--- src/rtl/tick_generator_bank_pkg.sv ---
// Shared constants and helpers for the tick generator bank.
// Optional feature macro: TICK_GEN_SQUARE_EN (adds per-channel square outputs).
package tick_generator_bank_pkg;

  // Boot-time periods in system clocks (100 MHz clock tree).
  localparam int unsigned EVERY_SECOND_DELAY = 100_000_000;
  localparam int unsigned SEND_DATA_DELAY    = 1_000_000;

  function automatic logic ch_valid(input int unsigned ch, input int unsigned channels);
    return ch < channels;
  endfunction

endpackage

--- src/rtl/tick_channel.sv ---
// One programmable tick channel: period/enable/counter registers and tick pulse.
// Optional feature macro: TICK_GEN_SQUARE_EN (adds a 50% duty square bit).
module tick_channel #(
  parameter int              CNT_W          = 32,
  parameter logic [CNT_W-1:0] DEFAULT_PERIOD = CNT_W'(100),
  parameter logic            DEFAULT_EN     = 1'b1
) (
  input  logic             clk,
  input  logic             rst,
  input  logic             load,
  input  logic [CNT_W-1:0] load_period,
  input  logic             load_en,
  input  logic             sync,
  output logic             tick
`ifdef TICK_GEN_SQUARE_EN
  ,
  output logic             square
`endif
);

  logic [CNT_W-1:0] period;
  logic [CNT_W-1:0] cnt;
  logic             en;
  logic             active;

  // A zero period is treated exactly like a disabled channel.
  assign active = en && (period != '0);

  always_ff @(posedge clk or negedge rst) begin
    if (!rst) begin
      period <= DEFAULT_PERIOD;
      en     <= DEFAULT_EN;
      cnt    <= '0;
      tick   <= 1'b0;
`ifdef TICK_GEN_SQUARE_EN
      square <= 1'b0;
`endif
    end else if (load || sync) begin
      if (load) begin
        period <= load_period;
        en     <= load_en;
      end
      cnt  <= '0;
      tick <= 1'b0;
`ifdef TICK_GEN_SQUARE_EN
      square <= 1'b0;
`endif
    end else if (!active) begin
      cnt  <= '0;
      tick <= 1'b0;
`ifdef TICK_GEN_SQUARE_EN
      square <= 1'b0;
`endif
    end else if (cnt == period - CNT_W'(1)) begin
      cnt  <= '0;
      tick <= 1'b1;
`ifdef TICK_GEN_SQUARE_EN
      square <= ~square;
`endif
    end else begin
      cnt  <= cnt + CNT_W'(1);
      tick <= 1'b0;
    end
  end

endmodule

--- src/rtl/tick_generator_bank.sv ---
// Bank of CHANNELS run-time programmable tick generators with global sync.
// Optional feature macro: TICK_GEN_SQUARE_EN (adds square[CHANNELS-1:0] output).
module tick_generator_bank
  import tick_generator_bank_pkg::*;
#(
  parameter int                  CHANNELS       = 4,
  parameter int                  CNT_W          = 32,
  parameter int                  CH_W           = 2,
  parameter logic [CNT_W-1:0]    DEFAULT_PERIOD = CNT_W'(100),
  parameter logic [CHANNELS-1:0] DEFAULT_EN     = {CHANNELS{1'b1}}
) (
  input  logic                clk,
  input  logic                rst,
  input  logic                cfg_we,
  input  logic [CH_W-1:0]     cfg_ch,
  input  logic [CNT_W-1:0]    cfg_period,
  input  logic                cfg_en,
  input  logic                sync,
  output logic [CHANNELS-1:0] tick,
  output logic                cfg_err
`ifdef TICK_GEN_SQUARE_EN
  ,
  output logic [CHANNELS-1:0] square
`endif
);

  logic [CHANNELS-1:0] load;
  logic                cfg_valid;

  assign cfg_valid = ch_valid(32'(cfg_ch), 32'(CHANNELS));

  always_ff @(posedge clk or negedge rst) begin
    if (!rst) cfg_err <= 1'b0;
    else      cfg_err <= cfg_we && !cfg_valid;
  end

  // Out-of-range indices match no channel, so an invalid write touches nothing.
  for (genvar i = 0; i < CHANNELS; i++) begin : g_ch
    assign load[i] = cfg_we && (cfg_ch == CH_W'(i));

    tick_channel #(
      .CNT_W         (CNT_W),
      .DEFAULT_PERIOD(DEFAULT_PERIOD),
      .DEFAULT_EN    (DEFAULT_EN[i])
    ) u_ch (
      .clk        (clk),
      .rst        (rst),
      .load       (load[i]),
      .load_period(cfg_period),
      .load_en    (cfg_en),
      .sync       (sync),
      .tick       (tick[i])
`ifdef TICK_GEN_SQUARE_EN
      ,
      .square     (square[i])
`endif
    );
  end

endmodule
--- config.mk ---
export PLATFORM = sky130hd
export DESIGN_NAME = tick_generator_bank
export DESIGN_NICKNAME = d
export VERILOG_FILES = /design/src/rtl/tick_generator_bank_pkg.sv /design/src/rtl/tick_channel.sv /design/src/rtl/tick_generator_bank.sv
export SDC_FILE = /design/constraint.sdc
export NUM_CORES = 1
export LEC_CHECK = 0
export ABC_AREA = 0
export BUFFER_PORTS_ARGS = -buffer_cell sky130_fd_sc_hd__clkbuf_2
export CELL_PAD_IN_SITES_DETAIL_PLACEMENT = 0
export CELL_PAD_IN_SITES_GLOBAL_PLACEMENT = 1
export CORE_ASPECT_RATIO = 0.8
export CORE_UTILIZATION = 40
export DETAILED_ROUTE_END_ITERATION = 16
export GPL_TIMING_DRIVEN = 0
export PLACE_DENSITY = 0.71
export RECOVER_POWER = 50
export REMOVE_ABC_BUFFERS = 1
export SYNTH_ARGS = -nofsm -noshare
export SYNTH_HDL_FRONTEND = slang
export SYNTH_SLANG_ARGS = --single-unit
--- constraint.sdc ---
create_clock -name clk -period 10.6 [get_ports clk]
set_input_delay 1.06 -clock clk [delete_from_list [all_inputs] [get_ports clk]]
set_output_delay 1.06 -clock clk [all_outputs]
set_load 0.05 [all_outputs]
After elaboration in Yosys (flattened, before gate mapping)

Cells that the tools add are included.

Multiplexer cells: 24
Reductions and logical operators: 21
Add/subtract/negate cells: 8
Eq/ne operators: 7

Operator list:

| cell                                                                  | count |
|---|---|
| 32-bit two-way mux                                                    | 12 |
| 32-bit by 1-bit adder with 32-bit output (second input constant)      | 4 |
| 32-bit == test                                                        | 4 |
| 32-bit nonzero test                                                   | 4 |
| 32-bit by 1-bit subtractor with 32-bit output (second input constant) | 4 |
| 1-bit two-way mux                                                     | 12 |
| 1-bit logical AND                                                     | 8 |
| 2-bit AND reduction                                                   | 4 |
| 2-bit == test (second input constant)                                 | 2 |
| 1-bit logical OR                                                      | 4 |
| 2-bit by 1-bit == test with 1-bit output (second input constant)      | 1 |
| 2-bit logical NOT                                                     | 1 |

Register bits after elaboration: 264
Word-level logic and storage cells: 76

Longest topological paths before layout

Gate-level depths: netlist of the first run.

Word-level depth: 5
Depth in mapped cells: 14

Hierarchy

From an unflattened synthesis of the first run, not the netlist that was laid out.

Cells, all modules: 1796
Area total of the unflattened synthesis: 17005.1 um2

By module, submodules not included:

| module                          | area an instance (um2) | instances | cells each |
|---|---|---|---|
| tick_channel (g_ch[0].u_ch ...) | 4240.3                 | 3         | 447 |
| tick_channel (g_ch[3].u_ch)     | 4235.3                 | 1         | 449 |
| tick_generator_bank             | 48.8                   | 1         | 6 |

Worst setup path before layout of the first run

Ideal clock, no wire load.

Kind: register -> register
Start: register g_ch[1].u_ch.period[0]
End: register g_ch[1].u_ch.cnt[26]
Required time: 10.481 ns
Buffers on the path: 4
Stages on the path, launching flop included: 15
Arrival: 3.329 ns
Setup time: 0.119 ns
Setup slack: 7.153 ns
Clock period less this slack: 3.447 ns
Cells stage by stage: dfrtp_1 -> clkbuf_1 -> inv_1 -> ha_1 -> buf_2 -> or4b_1 -> buf_2 -> or4_1 -> a21oi_1 -> o21a_1 -> o2111ai_1 -> or4b_1 -> o31ai_4 -> buf_6 -> nor2_1

Cells in the longest elaborated chain, start to end: 5
Elaborated cells on any way between the ends: 7

Ends and longest elaborated chain:

| item                                          | line               | source |
|---|---|---|
| from (decl)                                   | tick_channel.sv:21 | `logic [CNT_W-1:0] period;` |
| from (signal assigned)                        | tick_channel.sv:40 | `period <= load_period;` |
| 32-bit by 1-bit subtractor with 32-bit output | tick_channel.sv:54 | `end else if (cnt == period - CNT_W'(1)) begin` |
| 32-bit == test                                | tick_channel.sv:54 |  |
| 32-bit two-way mux                            | tick_channel.sv:54 |  |
| 32-bit two-way mux (*)                        | tick_channel.sv:48 | `end else if (!active) begin` |
| 32-bit two-way mux (*)                        | tick_channel.sv:38 | `end else if (load \|\| sync) begin` |
| to (signal assigned)                          | tick_channel.sv:61 | `cnt <= cnt + CNT_W'(1);` |
| to (decl)                                     | tick_channel.sv:22 | `logic [CNT_W-1:0] cnt;` |

Every way passes the cells marked *; elsewhere a longest branch is shown, timed or not.
A chain may end at the register's enable or synchronous reset.

==> results of run 1 <==
-- power by group --
part	leakage (uW)	internal, uW	switching [uW]
clock network	0.000487	613	414
registers	0.00338	1110	172
logic	0.00323	248	270
total	0.00710	1980	856
-- state kept, by name, indices dropped and copies added (netlist names) --
signal and count:
g_ch.u_ch.cnt 128, g_ch.u_ch.en 4, g_ch.u_ch.period 128, g_ch.u_ch.tick 4
-- cell usage after synthesis, types with 19 or more instances --
cell,number
dfrtp_1,248
nor2_1,194
nand2_1,156
xnor2_1,156
mux2_2,129
xor2_1,125
nand3_1,80
clkbuf_1,60
nor3_1,53
nor4_1,47
inv_1,33
o21ai_0,29
a21oi_1,28
and3_1,26
or3_1,25
nand4_1,22
or4_1,21
nand2b_1,20
nor3b_1,19
-- cells by family (layout without fill, tap and decap cells) --
family / Yosys count / after routing
xor gates and xnor gates: 281 / 281
DFF: 264 / 264
buffers and inverters: 117 / 142
AOI/OAI and AO/OA: 145 / 145
and+or+nand+nor: 760 / 760
muxes: 133 / 133
other: 1 / 1
adders and majority gates: 8 / 8
-- how the worst min path moves through the flow --
stage | startpoint | to | slack, ps | depth (start not counted)
finish | g_ch[3].u_ch.cnt[0]$_DFF_PN0_ | g_ch[3].u_ch.cnt[0]$_DFF_PN0_ | 530 | 1
global route | g_ch[3].u_ch.cnt[0]$_DFF_PN0_ | g_ch[3].u_ch.cnt[0]$_DFF_PN0_ | 560 | 1
CTS | g_ch[3].u_ch.cnt[0]$_DFF_PN0_ | g_ch[3].u_ch.cnt[0]$_DFF_PN0_ | 530 | 1
detailed placement | g_ch[3].u_ch.cnt[0]$_DFF_PN0_ | g_ch[3].u_ch.cnt[0]$_DFF_PN0_ | 520 | 1
global placement | g_ch[0].u_ch.en$_DFFE_PN1P_ | g_ch[0].u_ch.en$_DFFE_PN1P_ | 500 | 2
floorplan | g_ch[0].u_ch.en$_DFFE_PN1P_ | g_ch[0].u_ch.en$_DFFE_PN1P_ | 470 | 2
-- area by class of cell --
class                           count  share of cell area
Clock inverter                     13            0.008027
Timing Repair Buffer               57             0.02276
Clock buffer                       39             0.04593
Inverter                           33            0.006911
Tap cell                          536             0.03741
Sequential cell                   264              0.3697
Multi-Input combinational cell   1328              0.5093
-- cell usage in the layout, fill, tap and decap left out, types with 14 or more instances in the layout --
cell type	instances
mux2_2	129
nor4_1	47
and3_1	26
nor3_1	53
or4_1	21
a21oi_1	28
nand2b_1	20
clkbuf_16	29
xor2_1	125
nor2_1	194
nand4_1	22
xnor2_1	156
nor3b_1	19
nand3_1	80
nor4b_1	14
inv_1	33
or3_1	25
dfstp_2	16
clkbuf_2	40
o21ai_0	29
nand2_1	156
dfrtp_1	248
-- per-stage QoR --
step,total power (uW),hold slack [ps],worst slack [ps]
2_1_floorplan,1632,470.8,4159
3_3_place_gp,1794,501.6,-510.4
3_5_place_dp,1814,518.4,6100
4_1_cts,2863,527.8,6073
5_1_grt,2982,556.1,4820
6_report,2831,527.6,5853
-- metal layers --
layer / GRT usage / up-vias
li1: - / 6030
met1: 0.3344 / 6138
met2: 0.2933 / 213
met3: 0.02640 / 56
met4: 0.05315 / 0
met5: 0 / -
==> results.yml, run 1 <==
detailed_routing:
  drt-initial-drc-count: 952
  maxUsedRoutingLayer: "met4"
  drc_errors: 0
  drtAntennaViolNets: 0
  routed-wl-met3_um: 1666
  via_per_inst: 5.479
  vias: 12437
  routed_wl_um: 41800
  mean_routed_wirelength_per_cell_um: 18.41
  m1WireLength_um: 22020
  dr_wl_met2_um: 17000
  detailed_routing_iteration_count_for_the_pre_antenna_repair_pass: 4
flow_run:
  max_cap_viol_count: 2
yosys:
  synth_edf_count: 0
  avgSynthCellArea_um2: 9.519
  top_cell_type_s_share_of_synthesized_area: 0.3815
  synth_seq_cells: 264
  area_fraction_in_and_or_nand_and_nor_cells_after_synthesis: 0.2464
  synth_seq_area_share: 0.4073
  yosysTopAreaCell: "dfrtp_1"
  synthCells: 1709
  synth.distinct_cells: 76
  adder_and_majority_gate_portion_of_the_synthesized_area: 0.006153
  synthXorXnorAreaFrac: 0.1513
  ys.warnings.count: 0
  ys_dominant_reg_cell: "dfrtp_1"
  synth.area.top_cells: "dfrtp_1, mux2_2, xnor2_1"
  yosys-mux-area-fraction: 0.09176
  synth-compound-area-share: 0.06399
  async_reset_ff_frac: 1.000
  synthesis.area_um2: 16270
  main_combinational_cell_family_by_area_after_synthesis: "simple AND/OR/NAND/NOR gates"
min_path:
  min-delay-path-class: "register to register"
grt:
  grt_pass1_vias: 11887
  groute.usage.overall: 0.2097
  pin_count_of_the_biggest_net_entering_global_routing: 92
  grt_antenna_before_repair: 2
  grt_first_pass_wirelength_um: 68260
  overflow: 0
setup_path:
  critical_path_required_ps: 10180
  critical_path.startpoint_type: "input port"
  sequence_of_cells_on_the_critical_path: "clkbuf_1"
  crit_buf_inv: 1
  critPathTopFamily: "buffers and inverters"
  reg2reg_setup_slack_ps: 6340
  regToRegEndpoint: "g_ch[2].u_ch.tick$_DFF_PN0_"
  top_fanout_value_on_the_critical_path: 84
  timing.critical_path.depth: 1
  rr_startpoint: "g_ch[2].u_ch.period[0]$_DFFE_PN0P_"
  critPathSlowestCell: "clkbuf_1"
  worst-r2r-cell-count: 10
  startpoint: "rst"
  critical_path_arrival_ps: 4330
  setup.worst_path.end_class: "asynchronous set/reset pin"
  crit_path_max_incr_delay_ps: 3160
  critical_path_class: "input port to asynchronous set/reset pin"
  cp-endpoint: "g_ch[3].u_ch.period[25]$_DFFE_PN0P_"
sta:
  setup_skew_after_layout_ps: 9.995
  min_period_over_period: 0.4479
  worst_pin_slew_ps: 4607
  setup_repair_after_global_routing_missed_its_margin: "false"
  timing.max_slew.rel_slack: -2.071
  setup_viol_count_final: 0
  setup_total_negative_slack_ps: 0
  period_minus_slack_ps: 4747
  fmax_mhz: 210.7
  max_slew_violation_total_from_the_final_report: 119
  timing_hold_violations_final: 0
cells_and_area:
  fillerInstances: 3808
  finish.net_count: 1759
  share_of_cells_above_drive_strength_1: 0.1678
  finalNonFillerCells: 2270
  area_growth_pct: 10.18
  fin_area_um2: 17920
  total_inserted_antenna_cells: 0
  sequential_cell_area_um2: 6626
  fin_util: 0.4507
  area_of_the_multi_input_gates_um2: 9129
power:
  power_density_nw_per_um2: 158.0
  max-vdd-ir-drop_v: 0.0001317
  power_leakage_uw: 0.007096
cts:
  clk-insertion-delay-late_ps: 560
  htree_levels: 1
  postCtsResizedCells: 0
  clock_sink_count: 264
  clockBufferDepth: 3
  tritoncts: "yes"
  cts_inserted_buffers: 28
  cts_hold_buf: 0
  path_clk_slew_ps: 60
  ctsRootBufferMaster: "clkbuf_16"
  cts.repair_timing.setup_buffer_count: 0
die:
  design.die.area_um2: 41490
  start_util: 0.4091
  coreArea_um2: 39770
  pin_count: 44
  die_height_um: 182.4
  core.rowCount: 65
  chipWidth_um: 227.5
placement:
  dpl_cell_area_um2: 16970
  dp.cells: 2217
  numPortBuffers: 42
  dp_hpwl_um: 30530
  globalplace.congestion: 0.8615
outcome:
  failed_checks: "max-capacitance violations, max-slew violations"
  status: "complete, but fails checks"
Note: power is estimated with default switching activity, not from simulation.
==> run 2, diff against run 1 <==
PLACE_DENSITY = 0.74   (was 0.71)
clock period = 3.9 ns   (was 10.6 ns; I/O delays follow)
==> results.yml, run 2 (same netlist as run 1, synthesis figures left out) <==
cts:
  clock_sink_count: 264
  clk-insertion-delay-late_ps: 570
  ctsRootBufferMaster: "clkbuf_16"
  cts_inserted_buffers: 28
  clockBufferDepth: 3
  path_clk_slew_ps: 70
  htree_levels: 1
  tritoncts: "yes"
setup_path:
  critical_path_required_ps: 4350
  sequence_of_cells_on_the_critical_path: "inv_1, ha_2, or4b_4, or4_1, a21oi_1, o21a_1, o2111ai_1, or4b_4, o31ai_4, buf_4, nor2_1"
  critical_path.startpoint_type: "register"
  crit_path_max_incr_delay_ps: 640
  critical_path_class: "register to register"
  critPathTopFamily: "simple AND/OR/NAND/NOR gates"
  worst-r2r-cell-count: 11
  worst_path_most_repeated_cell: "or4b_4"
  critical_path_arrival_ps: 4130
  reg2reg_setup_slack_ps: 220
  critPathSlowestCell: "or4b_4"
  crit_buf_inv: 2
  top_fanout_value_on_the_critical_path: 10
  rr_startpoint: "g_ch[1].u_ch.period[0]$_DFFE_PN0P_"
  regToRegEndpoint: "g_ch[1].u_ch.cnt[2]$_DFF_PN0_"
  setup.worst_path.end_class: "register"
cells_and_area:
  fillerInstances: 3725
  fin_area_um2: 18130
  mostFrequentLayoutCells: "dfrtp_1, nor2_1, nand2_1, xnor2_1, mux2_2"
  area_growth_pct: 11.48
  share_of_cells_above_drive_strength_1: 0.1758
  final_common_cell: "dfrtp_1"
  finish.net_count: 1771
  layout_top_registers: "g_ch.u_ch.cnt: 128 flops, g_ch.u_ch.period: 128 flops"
sta:
  setup_total_negative_slack_ps: 0
  period_minus_slack_ps: 3685
  setup_viol_count_final: 0
  worst_pin_slew_ps: 1760
  fmax_mhz: 271.4
  max_slew_violation_total_from_the_final_report: 100
  setup_repair_after_global_routing_missed_its_margin: "false"
  timing.max_slew.rel_slack: -0.1736
  timing_hold_violations_final: 0
  final_worst_setup_slack_ps: 215.3
  min_period_over_period: 0.9448
  setup_skew_after_layout_ps: 13.54
  hold_slack_ps: 80.86
power:
  power_density_nw_per_um2: 437.5
  power_leakage_uw: 0.007172
  fin_total_pwr_uw: 7933
  max-vdd-ir-drop_v: 0.0003355
grt:
  pin_count_of_the_biggest_net_entering_global_routing: 111
  grt_antenna_before_repair: 4
  grt_first_pass_wirelength_um: 69160
  groute.usage.overall: 0.2117
  grt_pass1_vias: 12214
  overflow: 0
die:
  die_height_um: 182.4
  start_util: 0.4091
  design.die.area_um2: 41490
  pin_count: 44
  core.rowCount: 65
  chipWidth_um: 227.5
  coreArea_um2: 39770
placement:
  dp_hpwl_um: 30500
  dpl_cell_area_um2: 17010
  globalplace.congestion: 0.8939
  numPortBuffers: 42
  dp_slack_ps: -722.3
detailed_routing:
  drc_errors: 0
  vias: 12603
  mean_routed_wirelength_per_cell_um: 18.72
  detailed_routing_iteration_count_for_the_pre_antenna_repair_pass: 5
  drt-initial-drc-count: 875
  routed_wl_um: 42760
  via_per_inst: 5.518
  drtAntennaViolNets: 0
outcome:
  status: "complete, but fails checks"
  failed_checks: "max-capacitance violations, max-slew violations"
flow_run:
  max_cap_viol_count: 2
min_path:
  min-delay-path-class: "input port to register"
  hold_path_depth: 3
  timing.hold.worst.start: "cfg_en"
  hold-path-endpoint: "g_ch[0].u_ch.en$_DFFE_PN1P_"
-- run 2: metal layers --
| layer | vias to the layer above | routed length [um] | global-route usage |
|---|---|---|---|
| met5 | - | 0 | 0 |
| met4 | 0 | 1055 | 0.05826 |
| met3 | 58 | 2060 | 0.03381 |
| met2 | 282 | 18040 | 0.3048 |
| met1 | 6216 | 21600 | 0.3236 |
| li1 | 6047 | - | - |
-- run 2: tightest hold or removal path, cell delays in order --
cell      delay [ps]
clkbuf_2         130
nand2_1           60
o21ai_0           70
-- run 2: how the worst max path moves through the flow --
stage / startpoint / to / slack, ps / cells after the start
4_1_cts: g_ch[0].u_ch.period[0]$_DFFE_PN0P_ / g_ch[0].u_ch.cnt[0]$_DFF_PN0_ / 60 / 12
5_1_grt: g_ch[1].u_ch.period[0]$_DFFE_PN0P_ / g_ch[1].u_ch.cnt[18]$_DFF_PN0_ / 5 / 11
6_report: g_ch[1].u_ch.period[0]$_DFFE_PN0P_ / g_ch[1].u_ch.cnt[2]$_DFF_PN0_ / 220 / 11
3_5_place_dp: g_ch[1].u_ch.period[3]$_DFFE_PN0P_ / g_ch[1].u_ch.cnt[23]$_DFF_PN0_ / -720 / 8
2_1_floorplan: cfg_ch[1] / g_ch[0].u_ch.cnt[20]$_DFF_PN0_ / -1870 / 3
3_3_place_gp: cfg_ch[1] / g_ch[0].u_ch.cnt[9]$_DFF_PN0_ / -6290 / 4
-- run 2: report_power, final --
part	internal (uW)	switching [uW]
Sequential	3030	463
Combinational	684	765
Clock	1840	1150
-- run 2: area by class of cell --
type / count / area (um^2) / area share
antenna: 2 / 5.005 / 0.0002760
clock buffer: 41 / 850.8 / 0.04692
clock inverter: 11 / 183.9 / 0.01014
inverter: 33 / 123.9 / 0.006830
multi-input combinational: 1329 / 9206 / 0.5077
sequential: 264 / 6626 / 0.3654
tap: 536 / 670.6 / 0.03698
timing repair buffer: 68 / 467.9 / 0.02580
-- run 2: through the flow --
step                std cells    util
floorplan                1625       -
finish                   2284  0.4560
CTS                      2281  0.4571
global placement         2203  0.4209
detailed placement       2218  0.4278
global route             2282  0.4559
-- run 2: what timing repair did --
action,CTS,global route
cloned,1,0
pin swaps,3,1
endpoints found under the setup margin,81,128
gates resized for setup,6,6
setup buffers,9,1
hold endpoints to repair,60,0
hold buffers,1,0
